## src/rtl/decoder_pkg.sv

```systemverilog
// Shared types and constants for the RS(255) decoder erasure path.
package decoder_pkg;

    localparam int RS_N             = 255;
    localparam int RS_ADDR_W        = 8;
    localparam int DEF_MAX_ERASURES = 16;

    typedef enum logic [1:0] {
        IDLE    = 2'd0,
        FILL    = 2'd1,
        WAIT_RD = 2'd2,
        SCAN    = 2'd3
    } state_e;

    // The erasure count sticks at 255 instead of wrapping.
    function automatic logic [7:0] sat_inc(input logic [7:0] v, input logic inc);
        if (inc && (v != 8'hFF)) begin
            return v + 8'd1;
        end
        return v;
    endfunction

endpackage

```

## src/rtl/decoder_erasure_rdpipe.sv

```systemverilog
// Delays the read-issue info {rden, address, last} by the RAM latency so it lines up with ram_q.
module decoder_erasure_rdpipe
    import decoder_pkg::*;
#(
    parameter int RD_LATENCY = 1
) (
    input  logic                 clock,
    input  logic                 reset,
    input  logic                 issue_rden,
    input  logic [RS_ADDR_W-1:0] issue_addr,
    input  logic                 issue_last,
    output logic                 ret_rden,
    output logic [RS_ADDR_W-1:0] ret_addr,
    output logic                 ret_last
);

    logic                 rden_sr [RD_LATENCY];
    logic                 last_sr [RD_LATENCY];
    logic [RS_ADDR_W-1:0] addr_sr [RD_LATENCY];

    always_ff @(posedge clock or posedge reset) begin
        if (reset) begin
            for (int i = 0; i < RD_LATENCY; i++) begin
                rden_sr[i] <= 1'b0;
                last_sr[i] <= 1'b0;
            end
        end else begin
            rden_sr[0] <= issue_rden;
            last_sr[0] <= issue_last;
            for (int i = 1; i < RD_LATENCY; i++) begin
                rden_sr[i] <= rden_sr[i-1];
                last_sr[i] <= last_sr[i-1];
            end
        end
    end

    // The address is only meaningful when qualified by rden, so it carries no reset.
    always_ff @(posedge clock) begin
        addr_sr[0] <= issue_addr;
        for (int i = 1; i < RD_LATENCY; i++) begin
            addr_sr[i] <= addr_sr[i-1];
        end
    end

    assign ret_rden = rden_sr[RD_LATENCY-1];
    assign ret_last = last_sr[RD_LATENCY-1];
    assign ret_addr = addr_sr[RD_LATENCY-1];

endmodule

```

## src/rtl/decoder_erasure_ctrl.sv

```systemverilog
// Erasure-flag RAM sequencer: fills one flag per symbol, counts erasures,
// then scans the RAM and emits the index of each erased symbol.
module decoder_erasure_ctrl
    import decoder_pkg::*;
#(
    parameter int N            = RS_N,
    parameter int MAX_ERASURES = DEF_MAX_ERASURES,
    parameter int RD_LATENCY   = 1
) (
    input  logic                 clock,
    input  logic                 reset,
    input  logic                 in_valid,
    input  logic                 in_sop,
    input  logic                 in_erasure,
    output logic                 in_ready,
    output logic                 cw_count_valid,
    output logic [7:0]           cw_erasure_count,
    output logic                 too_many,
    output logic                 sop_err,
    input  logic                 scan_start,
    output logic                 loc_valid,
    output logic [RS_ADDR_W-1:0] loc_pos,
    output logic                 scan_done,
    output logic                 ram_data,
    output logic                 ram_wren,
    output logic [RS_ADDR_W-1:0] ram_wraddress,
    output logic [RS_ADDR_W-1:0] ram_rdaddress,
    output logic                 ram_rden,
    input  logic                 ram_q
);

    localparam logic [RS_ADDR_W-1:0] LAST_ADDR = RS_ADDR_W'(N - 1);

    state_e               state;
    logic [RS_ADDR_W-1:0] idx;
    logic [7:0]           count;

    logic                 accept;
    logic [RS_ADDR_W-1:0] wr_addr;
    logic [7:0]           count_nxt;
    logic                 fill_last;
    logic                 issue_last;
    logic                 ret_rden;
    logic [RS_ADDR_W-1:0] ret_addr;
    logic                 ret_last;

    // A sop always lands at address 0, whether starting fresh or restarting a fill.
    always_comb begin
        accept    = in_valid & ~reset &
                    (((state == IDLE) & in_sop) | (state == FILL));
        wr_addr   = in_sop ? '0 : idx;
        count_nxt = sat_inc(in_sop ? 8'd0 : count, in_erasure);
        fill_last = accept & (wr_addr == LAST_ADDR);
    end

    assign in_ready      = (state == IDLE) | (state == FILL);
    assign ram_wren      = accept;
    assign ram_data      = accept & in_erasure;
    assign ram_wraddress = accept ? wr_addr : '0;

    always_ff @(posedge clock or posedge reset) begin
        if (reset) begin
            state            <= IDLE;
            idx              <= '0;
            count            <= '0;
            cw_count_valid   <= 1'b0;
            cw_erasure_count <= '0;
            too_many         <= 1'b0;
            sop_err          <= 1'b0;
            scan_done        <= 1'b0;
            ram_rden         <= 1'b0;
            ram_rdaddress    <= '0;
        end else begin
            cw_count_valid <= 1'b0;
            sop_err        <= 1'b0;
            scan_done      <= 1'b0;
            case (state)
                IDLE, FILL: begin
                    if (accept) begin
                        idx     <= wr_addr + 1'b1;
                        count   <= count_nxt;
                        sop_err <= in_sop & (state == FILL);
                        if (fill_last) begin
                            cw_count_valid   <= 1'b1;
                            cw_erasure_count <= count_nxt;
                            too_many         <= (int'(count_nxt) > MAX_ERASURES);
                            state            <= WAIT_RD;
                        end else begin
                            state <= FILL;
                        end
                    end
                end
                WAIT_RD: begin
                    if (scan_start) begin
                        if (too_many) begin
                            scan_done <= 1'b1;
                            state     <= IDLE;
                        end else begin
                            ram_rden      <= 1'b1;
                            ram_rdaddress <= '0;
                            state         <= SCAN;
                        end
                    end
                end
                SCAN: begin
                    if (ram_rden) begin
                        if (ram_rdaddress == LAST_ADDR) begin
                            ram_rden <= 1'b0;
                        end else begin
                            ram_rdaddress <= ram_rdaddress + 1'b1;
                        end
                    end
                    // Done strobes one cycle after the final read data is back.
                    if (ret_last) begin
                        scan_done <= 1'b1;
                        state     <= IDLE;
                    end
                end
                default: state <= IDLE;
            endcase
        end
    end

    assign issue_last = ram_rden & (ram_rdaddress == LAST_ADDR);

    decoder_erasure_rdpipe #(
        .RD_LATENCY (RD_LATENCY)
    ) u_rdpipe (
        .clock      (clock),
        .reset      (reset),
        .issue_rden (ram_rden),
        .issue_addr (ram_rdaddress),
        .issue_last (issue_last),
        .ret_rden   (ret_rden),
        .ret_addr   (ret_addr),
        .ret_last   (ret_last)
    );

    assign loc_valid = ret_rden & ram_q;
    assign loc_pos   = loc_valid ? ret_addr : '0;

endmodule
```

## config.mk

```make
export PLATFORM = sky130hd
export DESIGN_NAME = decoder_erasure_ctrl
export DESIGN_NICKNAME = d
export VERILOG_FILES = /design/src/rtl/decoder_pkg.sv /design/src/rtl/decoder_erasure_rdpipe.sv /design/src/rtl/decoder_erasure_ctrl.sv
export SDC_FILE = /design/constraint.sdc
export NUM_CORES = 1
export LEC_CHECK = 0
export CELL_PAD_IN_SITES_DETAIL_PLACEMENT = 0
export CELL_PAD_IN_SITES_GLOBAL_PLACEMENT = 1
export CORE_MARGIN = 10
export CORE_UTILIZATION = 35
export DETAILED_ROUTE_END_ITERATION = 10
export PLACE_DENSITY = 0.84
export SYNTH_ARGS = -nofsm -noshare
export SYNTH_HDL_FRONTEND = slang
export SYNTH_SLANG_ARGS = --single-unit
```

## constraint.sdc

```tcl
create_clock -name clock -period 2.04 [get_ports clock]
set_input_delay 0.204 -clock clock [delete_from_list [all_inputs] [get_ports clock]]
set_output_delay 0.204 -clock clock [all_outputs]
set_load 0.01 [all_outputs]
```

Word-level counts from Yosys, hierarchy flattened
Memory sizes are Yosys's and may differ from the RTL's.
Cells that the tools add are included.
{ "op_classes": {"add_sub_neg": 3, "order_cmp": 1, "n_eq_ne": 12, "muxes": 32, "bitwise_logic": 11, "reduce_logical": 9} }
{ "op_table": {"columns": ["op", "count"], "rows": [
  ["8-bit 2-to-1 mux", 10],
  ["8-bit by 1-bit adder with 8-bit output (second input constant)", 3],
  ["8-bit equality test (second input constant)", 2],
  ["8-bit case mux with 2 select lines", 1],
  ["1-bit 2-to-1 mux", 13],
  ["2-bit 2-to-1 mux", 5],
  ["2-bit inequality test (second input constant)", 5],
  ["3-bit AND reduction", 3],
  ["1-bit bitwise AND", 8],
  ["8-bit by 5-bit > comparator with 1-bit output (second input constant)", 1],
  ["8-bit inequality test (second input constant)", 1],
  ["2-bit case mux with 3 select lines", 1],
  ["5-bit AND reduction", 1],
  ["2-bit equality test (second input constant)", 2],
  ["1-bit case mux with 2 select lines", 2],
  ["2-bit by 1-bit equality test with 1-bit output (second input constant)", 1],
  ["2-bit logical NOT", 1],
  ["2-bit by 1-bit inequality test with 1-bit output (second input constant)", 1],
  ["1-bit bitwise OR", 2],
  ["2-bit AND reduction", 1],
  ["2-bit nonzero test", 1],
  ["2-bit OR reduction", 1],
  ["1-bit logical AND", 1],
  ["1-bit inverter", 1]
]} }
{ "totals": {"ff_bits": 41, "ram_bits": 8, "in_bits": 7, "out_inout_bits": 41, "word_cells": 81, "n_memories": 1} }
{ "mem_list": {"columns": ["name", "depth", "width", "read_ports", "rd_ports_with_merged_regs", "wr", "line_no", "text"], "rows": [
  ["u_rdpipe.addr_sr", 1, 8, 1, 0, 1, "decoder_erasure_rdpipe.sv:19", "logic [RS_ADDR_W-1:0] addr_sr [RD_LATENCY];"]
]} }

Longest topological paths before layout
Gate-level depths: netlist of run 1.
{ "logic_depth": {"ltp_word": 8, "ltp_mapped": 10, "mapped_depth_nobuf": 8} }

By module
Synthesis of run 1 repeated with hierarchy kept, for this count alone.
{ "unflattened": {"hier_cells": 261, "area_unflattened_um2": 2473.6} }
{ "by_module_without_submodules": {"columns": ["module", "n_inst", "cells_each", "area_each_um2", "seq_area_each_um2"], "rows": [
  ["decoder_erasure_ctrl", 1, 250, 2259.7, 975.9],
  ["decoder_erasure_rdpipe", 1, 11, 214.0, 210.2]
]} }

Least setup slack after synthesis of run 1
Ideal clock, no wire load.
{ "synth_path": {"path_type": "reg-to-reg", "startpoint": "reg state[1]", "endpoint": "reg too_many", "setup_ps": 120, "t_arrival_ps": 1890, "required_time_ps": 1920, "setup_slack_ps": 30, "path_stages_with_launch": 8, "path_buffers": 2, "synth_period_minus_slack_ps": 2010, "path_cell_list": "dfrtp_1 > buf_2 > nor4b_4 > nand3_2 > or4_4 > buf_6 > and4b_1 > a21oi_1"} }
{ "synth_via": {"elab_chain_cells": 6, "elab_cells_between_ends": 8, "classes_between": "1 x eq/ne; 4 x bitwise; 3 x reduce/logical"} }
{ "synth_lines": {"columns": ["element", "line_no", "text"], "rows": [
  ["start: declaration", "decoder_erasure_ctrl.sv:34", "state_e state;"],
  ["start signal: assignment", "decoder_erasure_ctrl.sv:63", "state <= IDLE;"],
  ["start signal: assignment", "decoder_erasure_ctrl.sv:87", "state <= WAIT_RD;"],
  ["start signal: assignment", "decoder_erasure_ctrl.sv:89", "state <= FILL;"],
  ["2-bit logical NOT", "decoder_erasure_ctrl.sv:50, decoder_erasure_ctrl.sv:77", null],
  ["1-bit bitwise AND", "decoder_erasure_ctrl.sv:50", "(((state == IDLE) & in_sop) | (state == FILL));"],
  ["1-bit bitwise OR", "decoder_erasure_ctrl.sv:50", null],
  ["1-bit bitwise AND", "decoder_erasure_ctrl.sv:49", "accept = in_valid & ~reset &"],
  ["1-bit bitwise AND", "decoder_erasure_ctrl.sv:53", "fill_last = accept & (wr_addr == LAST_ADDR);"],
  ["3-bit AND reduction (no line) (*)", null, null],
  ["end signal: assignment", "decoder_erasure_ctrl.sv:86", "too_many <= (int'(count_nxt) > MAX_ERASURES);"],
  ["end: declaration", "decoder_erasure_ctrl.sv:18", "output logic too_many,"]
]} }
Mark *: on every way between the ends. The rest lies on a longest branch, timed or not.
A chain may end at the register's enable or synchronous reset.

Worst setup path in the final report of run 1
Ends and elaborated chain as after synthesis.

==> results of run 1 <==
-- Yosys cell counts --
library cell / count
a211o_1: 2
a211oi_1: 2
a21boi_1: 1
a21oi_1: 10
a22o_1: 1
a311oi_1: 1
a31o_1: 1
a31oi_1: 1
a32o_1: 1
a41o_1: 1
a41oi_1: 2
and2_1: 4
and3_1: 17
and4_1: 2
and4b_1: 3
buf_2: 1
buf_6: 3
clkbuf_1: 9
dfrtp_1: 41
dfxtp_1: 8
ha_1: 5
inv_1: 12
mux2i_1: 3
nand2_1: 37
nand2b_1: 2
nand3_1: 11
nand3_2: 1
nand3b_1: 1
nand4_1: 3
nand4b_1: 2
nor2_1: 16
nor2b_1: 7
nor3_1: 3
nor3b_2: 1
nor4_1: 2
nor4b_4: 1
o2111ai_1: 2
o211ai_1: 2
o21ai_0: 21
o21ai_1: 8
o31ai_1: 2
or2_2: 1
or3_1: 1
or4_4: 1
xnor2_1: 9
-- final timing paths --
| path | start | to | slack (ns) | depth (start not counted) |
|---|---|---|---|---|
| max in group asynchronous | reset | state[1] | 0.82 | 4 |
| min | in_sop | idx[2] | 0.35 | 4 |
| max | state[1] | too_many | 0.09 | 10 |
| min in group asynchronous | reset | sop_err | 0.54 | 3 |
| max reg2reg | state[1] | too_many | 0.09 | 10 |
| min reg2reg | ram_rdaddress[7] | u_rdpipe.addr_sr[0][7] | 0.45 | 0 |
-- critical path, cell delays in order, from the launching register on --
cell,delay (ns)
dfrtp_2,0.45
nor4b_4,0.27
buf_4,0.17
buf_4,0.11
buf_4,0.11
nand3_2,0.08
buf_4,0.15
nor4_2,0.22
buf_4,0.15
nor2_1,0.04
a21oi_1,0.11
-- metrics by stage --
stage               power (mW)  hold slack (ns)  setup TNS (ns)
finish                   2.057           0.3452               0
global route             2.162           0.4117       -0.009975
CTS                      2.066           0.4582               0
detailed placement       1.346           0.4392          -4.845
global placement         1.335           0.4295          -3.624
floorplan                1.209           0.3995               0
-- final cells by class --
cell class | count | share of cell area [%]
Clock buffer | 7 | 2.494
Clock inverter | 1 | 0.8674
Inverter | 12 | 1.301
Multi-Input combinational cell | 191 | 34.04
Sequential cell | 49 | 34.30
Tap cell | 96 | 3.469
Timing Repair Buffer | 94 | 23.53
-- power by group --
group | switching [mW] | internal (mW)
sequential | 0.0555 | 1.00
clock | 0.309 | 0.400
combinational | 0.133 | 0.158
total | 0.497 | 1.56
-- what timing repair did --
action | 4_1_cts | 5_1_grt
hold buffers | 1 | 0
gates resized for setup | 15 | 8
setup buffers | 6 | 2
endpoints found under the hold margin | 1 | 0
pin swaps | 3 | 2
setup endpoints to repair | 12 | 14
-- placed cells by master, fill, tap and decap left out, drive strengths merged, types with 3 or more instances in the layout --
| master | instances |
|---|---|
| nand3 | 12 |
| dfrtp | 41 |
| clkdlybuf4s50 | 35 |
| dfxtp | 8 |
| nand2 | 37 |
| o21ai | 29 |
| nand4 | 3 |
| inv | 12 |
| a21oi | 10 |
| nor3 | 3 |
| and2 | 4 |
| xnor2 | 9 |
| mux2i | 3 |
| buf | 47 |
| nor2 | 16 |
| ha | 5 |
| and4b | 3 |
| nor2b | 7 |
| dlygate4sd2 | 10 |
| clkbuf | 7 |
| and3 | 17 |
-- flip-flops by register name, summed over array words and instances (netlist names) --
signal,count
too_many,1
count,8
state,2
u_rdpipe.ret_rden,1
u_rdpipe.ret_last,1
cw_erasure_count,8
u_rdpipe.addr_sr,8
cw_count_valid,1
ram_rden,1
ram_rdaddress,8
idx,8
sop_err,1
scan_done,1
-- kinds of logic (layout without fill, tap and decap cells) --
group,after synthesis,after routing
AOI/OAI and AO/OA,58,58
buffers and inverters,25,114
muxes,3,3
and+or+nand+nor,116,116
adders and majority gates,5,5
DFF,49,49
xor gates and xnor gates,9,9
-- layer usage --
metal	vias to the layer above	part of all wire, %	track usage, %
met5	-	0	0
met4	0	0.97	3.082
met3	8	6.0	3.470
met2	54	49	19.37
met1	993	44	13.53
li1	1109	-	-
==> flow_summary.yaml, run 1 <==
run_status:
  outcome: "finished, final reports clean"
floorplanning:
  coreArea_um2: 6794
  die_width_um: 103.8
  start_util_pct: 36.19
  die_area_um2: 10780
  rows: 30
  die_y_um: 103.8
  ioPinCount: 48
clock_network:
  cts_tree: "built"
  cts_root_buf: "clkbuf_8"
  cts_sinks: 49
  clkTransAtPathRegs_ns: 0.09
  htreeDepth: 2
  insertion_delay_ns: 0.30
  clk_path_buf_depth: 2
  cts-buffers-inserted: 5
drt:
  drt-total-wl_um: 6188
  vias: 2164
  first_pass_iters: 4
  dr.first_iter.drc_count: 81
  avgViaCountPerCell: 4.809
  wl_per_cell_um: 13.75
  ant_nets: 0
  drcViolationCount: 0
cells_and_area:
  fillerInstances: 655
  multiInputGateArea_um2: 1179
  regArea_um2: 1187
  drive_gt1_share_pct: 18.36
  area_growth_pct: 40.81
  finalNetCount: 365
  final_area_um2: 3462
  antenna_cells: 0
  stdcell_count: 450
  finalCoreUtilization_pct: 50.96
place:
  dpl_worst_slack_ns: -0.3468
  post_dp_cell_area_um2: 3262
  dpl.cell_count: 433
  place_congestion: 0.8537
  io_buffers: 47
  dp_hpwl_um: 4633
synthesis:
  ys_seq_area_share_pct: 48.24
  yosys.cell_types.count: 45
  synth_seq_cells: 49
  synthTopCellsByArea: "dfrtp_1 (42%), dfxtp_1 (6.5%), nand2_1 (5.6%)"
  synth_xor_area_share_pct: 3.206
  synth_area_um2: 2459
  synth_top_family_by_area: "simple AND/OR/NAND/NOR gates"
  ys_warn_count: 0
  synth_cells: 265
  synth_compound_area_share_pct: 14.35
  synthSimpleGateAreaFrac_pct: 25.65
  yosys-mux-area-fraction_pct: 1.221
  yosys.area_share.adder_pct: 2.545
  syn_nets: 277
  synth_top_cell_area_share_pct: 41.73
  yosysTopAreaCell: "dfrtp_1"
  avgSynthCellArea_um2: 9.278
sta:
  slew_headroom_pct: 63.58
  report.final.hold_viol_count: 0
  clock.fmax_mhz: 513.4
  skew_ns: 0.009897
  min_period_ns: 1.948
  finalMaxSlewViolations: 0
  post-route-period-util_pct: 95.49
  fin_ws_ns: 0.09211
  tightest_slew_ns: 0.5457
  setup_viol: 0
setup_path:
  start_kind: "flip-flop"
  worstSetupEndpointType: "flip-flop"
  cp_max_fo: 3
  worstPathRequired_ns: 2.26
  arrival_ns: 2.17
  critPathKind: "reg2reg"
power_and_ir_drop:
  ir_worst_vdd_mv: 0.3164
  p_per_area_nw_per_um2: 594.1
  p_leak_nw: 1.606
flow_run:
  drv_cap: 0
global_routing:
  grt_max_degree: 41
  gr-total-overflow: 0
  grt_antenna_before_repair: 0
  grt_pass1_wl_um: 10540
  grt_util_all_layers_pct: 11.39
  grt_pass1_vias: 2232
hold_path:
  hold_class: "in2reg"
No activity file was read; power rests on OpenSTA's default activity.
==> run 2, diff against run 1 <==
--- a/config.mk
+++ b/config.mk
@@ -11,6 +11,7 @@
 export CORE_UTILIZATION = 35
 export DETAILED_ROUTE_END_ITERATION = 10
 export PLACE_DENSITY = 0.84
+export SETUP_SLACK_MARGIN = 0.15
 export SYNTH_ARGS = -nofsm -noshare
 export SYNTH_HDL_FRONTEND = slang
 export SYNTH_SLANG_ARGS = --single-unit
==> flow_summary.yaml, run 2 (synthesis results as in run 1) <==
run_status:
  outcome: "finished, final reports clean"
sta:
  tightest_slew_ns: 0.5346
  fin_ws_ns: 0.08032
  setup_tns_ns: 0
  finalMaxSlewViolations: 0
  post-route-period-util_pct: 96.06
  min_period_ns: 1.960
  clock.fmax_mhz: 510.3
  setup_viol: 0
  report.final.hold_viol_count: 0
  rsz0062_at_grt: "true"
  hold_ws_ns: 0.2558
  skew_ns: 0.009643
  slew_headroom_pct: 64.36
power_and_ir_drop:
  p_int_mw: 1.414
  ir_worst_vdd_mv: 0.3716
  p_leak_nw: 1.627
  total_switching_power_uw: 562.7
  sw_frac_of_total_pct: 28.47
  pwr-share-seq_pct: 53.3
  comb_power_share_pct: 15.4
  p_per_area_nw_per_um2: 555.1
  power_frac_clock_pct: 31.3
cells_and_area:
  area_growth_pct: 44.83
  finalNetCount: 365
  fillerInstances: 611
  drive_gt1_share_pct: 25.42
  final_common_cell: "buf_4"
  final_cell_mix: "buf_4 (43), dfrtp_1 (40), clkdlybuf4s50_1 (34)"
  antenna_cells: 0
clock_network:
  insertion_delay_ns: 0.32
  clk_path_buf_depth: 2
  clkTransAtPathRegs_ns: 0.10
  cts-buffers-inserted: 5
  cts_sinks: 49
  cts_hold_buffers: 0
  htreeDepth: 2
  cts_root_buf: "clkbuf_8"
  cts_tree: "built"
place:
  dp_hpwl_um: 4639
  io_buffers: 47
  place_congestion: 0.8152
  dpl_worst_slack_ns: -0.2607
flow_run:
  drv_cap: 0
global_routing:
  grt_pass1_wl_um: 11000
  grt_antenna_before_repair: 0
  grt_max_degree: 42
  grt_pass1_vias: 2209
  grt_util_all_layers_pct: 12.08
  gr-total-overflow: 0
setup_path:
  cp_max_fo: 4
  critPathKind: "reg2reg"
  worstSetupEndpointType: "flip-flop"
  worstPathRequired_ns: 2.25
  start_kind: "flip-flop"
  arrival_ns: 2.17
hold_path:
  hold_class: "in2async"
drt:
  avgViaCountPerCell: 5.069
  wl_per_cell_um: 14.73
  dr.first_iter.drc_count: 88
  drt-total-wl_um: 6628
  drcViolationCount: 0
  ant_nets: 0
  vias: 2281
  first_pass_iters: 4
floorplanning:
  die_width_um: 103.8
  start_util_pct: 36.19
  coreArea_um2: 6794
  ioPinCount: 48
  die_y_um: 103.8
  die_area_um2: 10780
  rows: 30
run 2: changes by cell type in the layout (fill, tap and decap cells not counted), sizes merged:
cell | before | now
dlygate4sd2 | 10 | 3
buf | 47 | 51
bufinv | 1 | 0
clkbuf | 7 | 8
clkdlybuf4s15 | 0 | 1
clkdlybuf4s50 | 35 | 34
clkinv | 0 | 1
clkinvlp | 0 | 1
dlygate4sd3 | 1 | 0
dlymetal6s2s | 1 | 2
inv | 12 | 13
run 2: worst max-delay path: stages (launching register included):
cell and delay, ns:
dfrtp_2 0.44, nor4b_4 0.33, buf_4 0.18, nand3_4 0.06, or4_4 0.49, and4b_1 0.30, a21oi_2 0.05
run 2: final timing paths:
kind,slack (ns),cells after the start,start,endpoint
worst max-delay path,0.08,6,state[1],too_many
worst min-delay path,0.26,3,reset,idx[3]
worst max register to register,0.08,6,state[1],too_many
worst min register to register,0.45,0,ram_rdaddress[7],u_rdpipe.addr_sr[0][7]
max in group asynchronous,1.38,3,reset,state[1]
min in group clock,0.45,0,ram_rdaddress[7],u_rdpipe.addr_sr[0][7]
run 2: what timing repair did:
action | CTS | global route
setup buffers | 10 | 0
endpoints found under the setup margin | 16 | 33
pin swaps | 4 | 13
resized for setup | 36 | 37
gates cloned | 0 | 1
run 2: power by group through the flow:
stage | clock network [mW] | registers [mW] | logic [mW]
after floorplan | 0 | 1.05 | 0.163
after global placement | 0 | 1.07 | 0.262
after detailed placement | 0 | 1.08 | 0.267
after CTS | 0.632 | 1.05 | 0.294
after global routing | 0.668 | 1.06 | 0.340
final | 0.618 | 1.05 | 0.304
run 2: per-layer routing:
layer	GRT usage [%]	part of all wire [%]	vias up	routed length, µm
met2	19.91	49	64	3272
met4	3.082	0.80	0	53
li1	-	-	1107	-
met1	14.71	44	1103	2947
met5	0	0	-	0
met3	4.089	5.3	7	354
run 2: layout make-up:
class                           count  area [µm²]  area share, %
Multi-Input combinational cell    191        1286          36.12
Sequential cell                    49        1187          33.35
Timing Repair Buffer               94       828.3          23.26
Tap cell                           96       120.1          3.373
Clock buffer                        5       68.82          1.933
Inverter                           12       45.04          1.265
Clock inverter                      3       25.02         0.7027
run 2: stage by stage:
step                std cells  area [µm²]  total power, mW  util, %
floorplan                 265        2465            1.209        -
global placement          431        3247            1.336    47.79
detailed placement        431        3247            1.343    47.79
CTS                       449        3410            1.978    50.18
global route              450        3561            2.071    52.41
finish                    450        3561            1.977    52.41
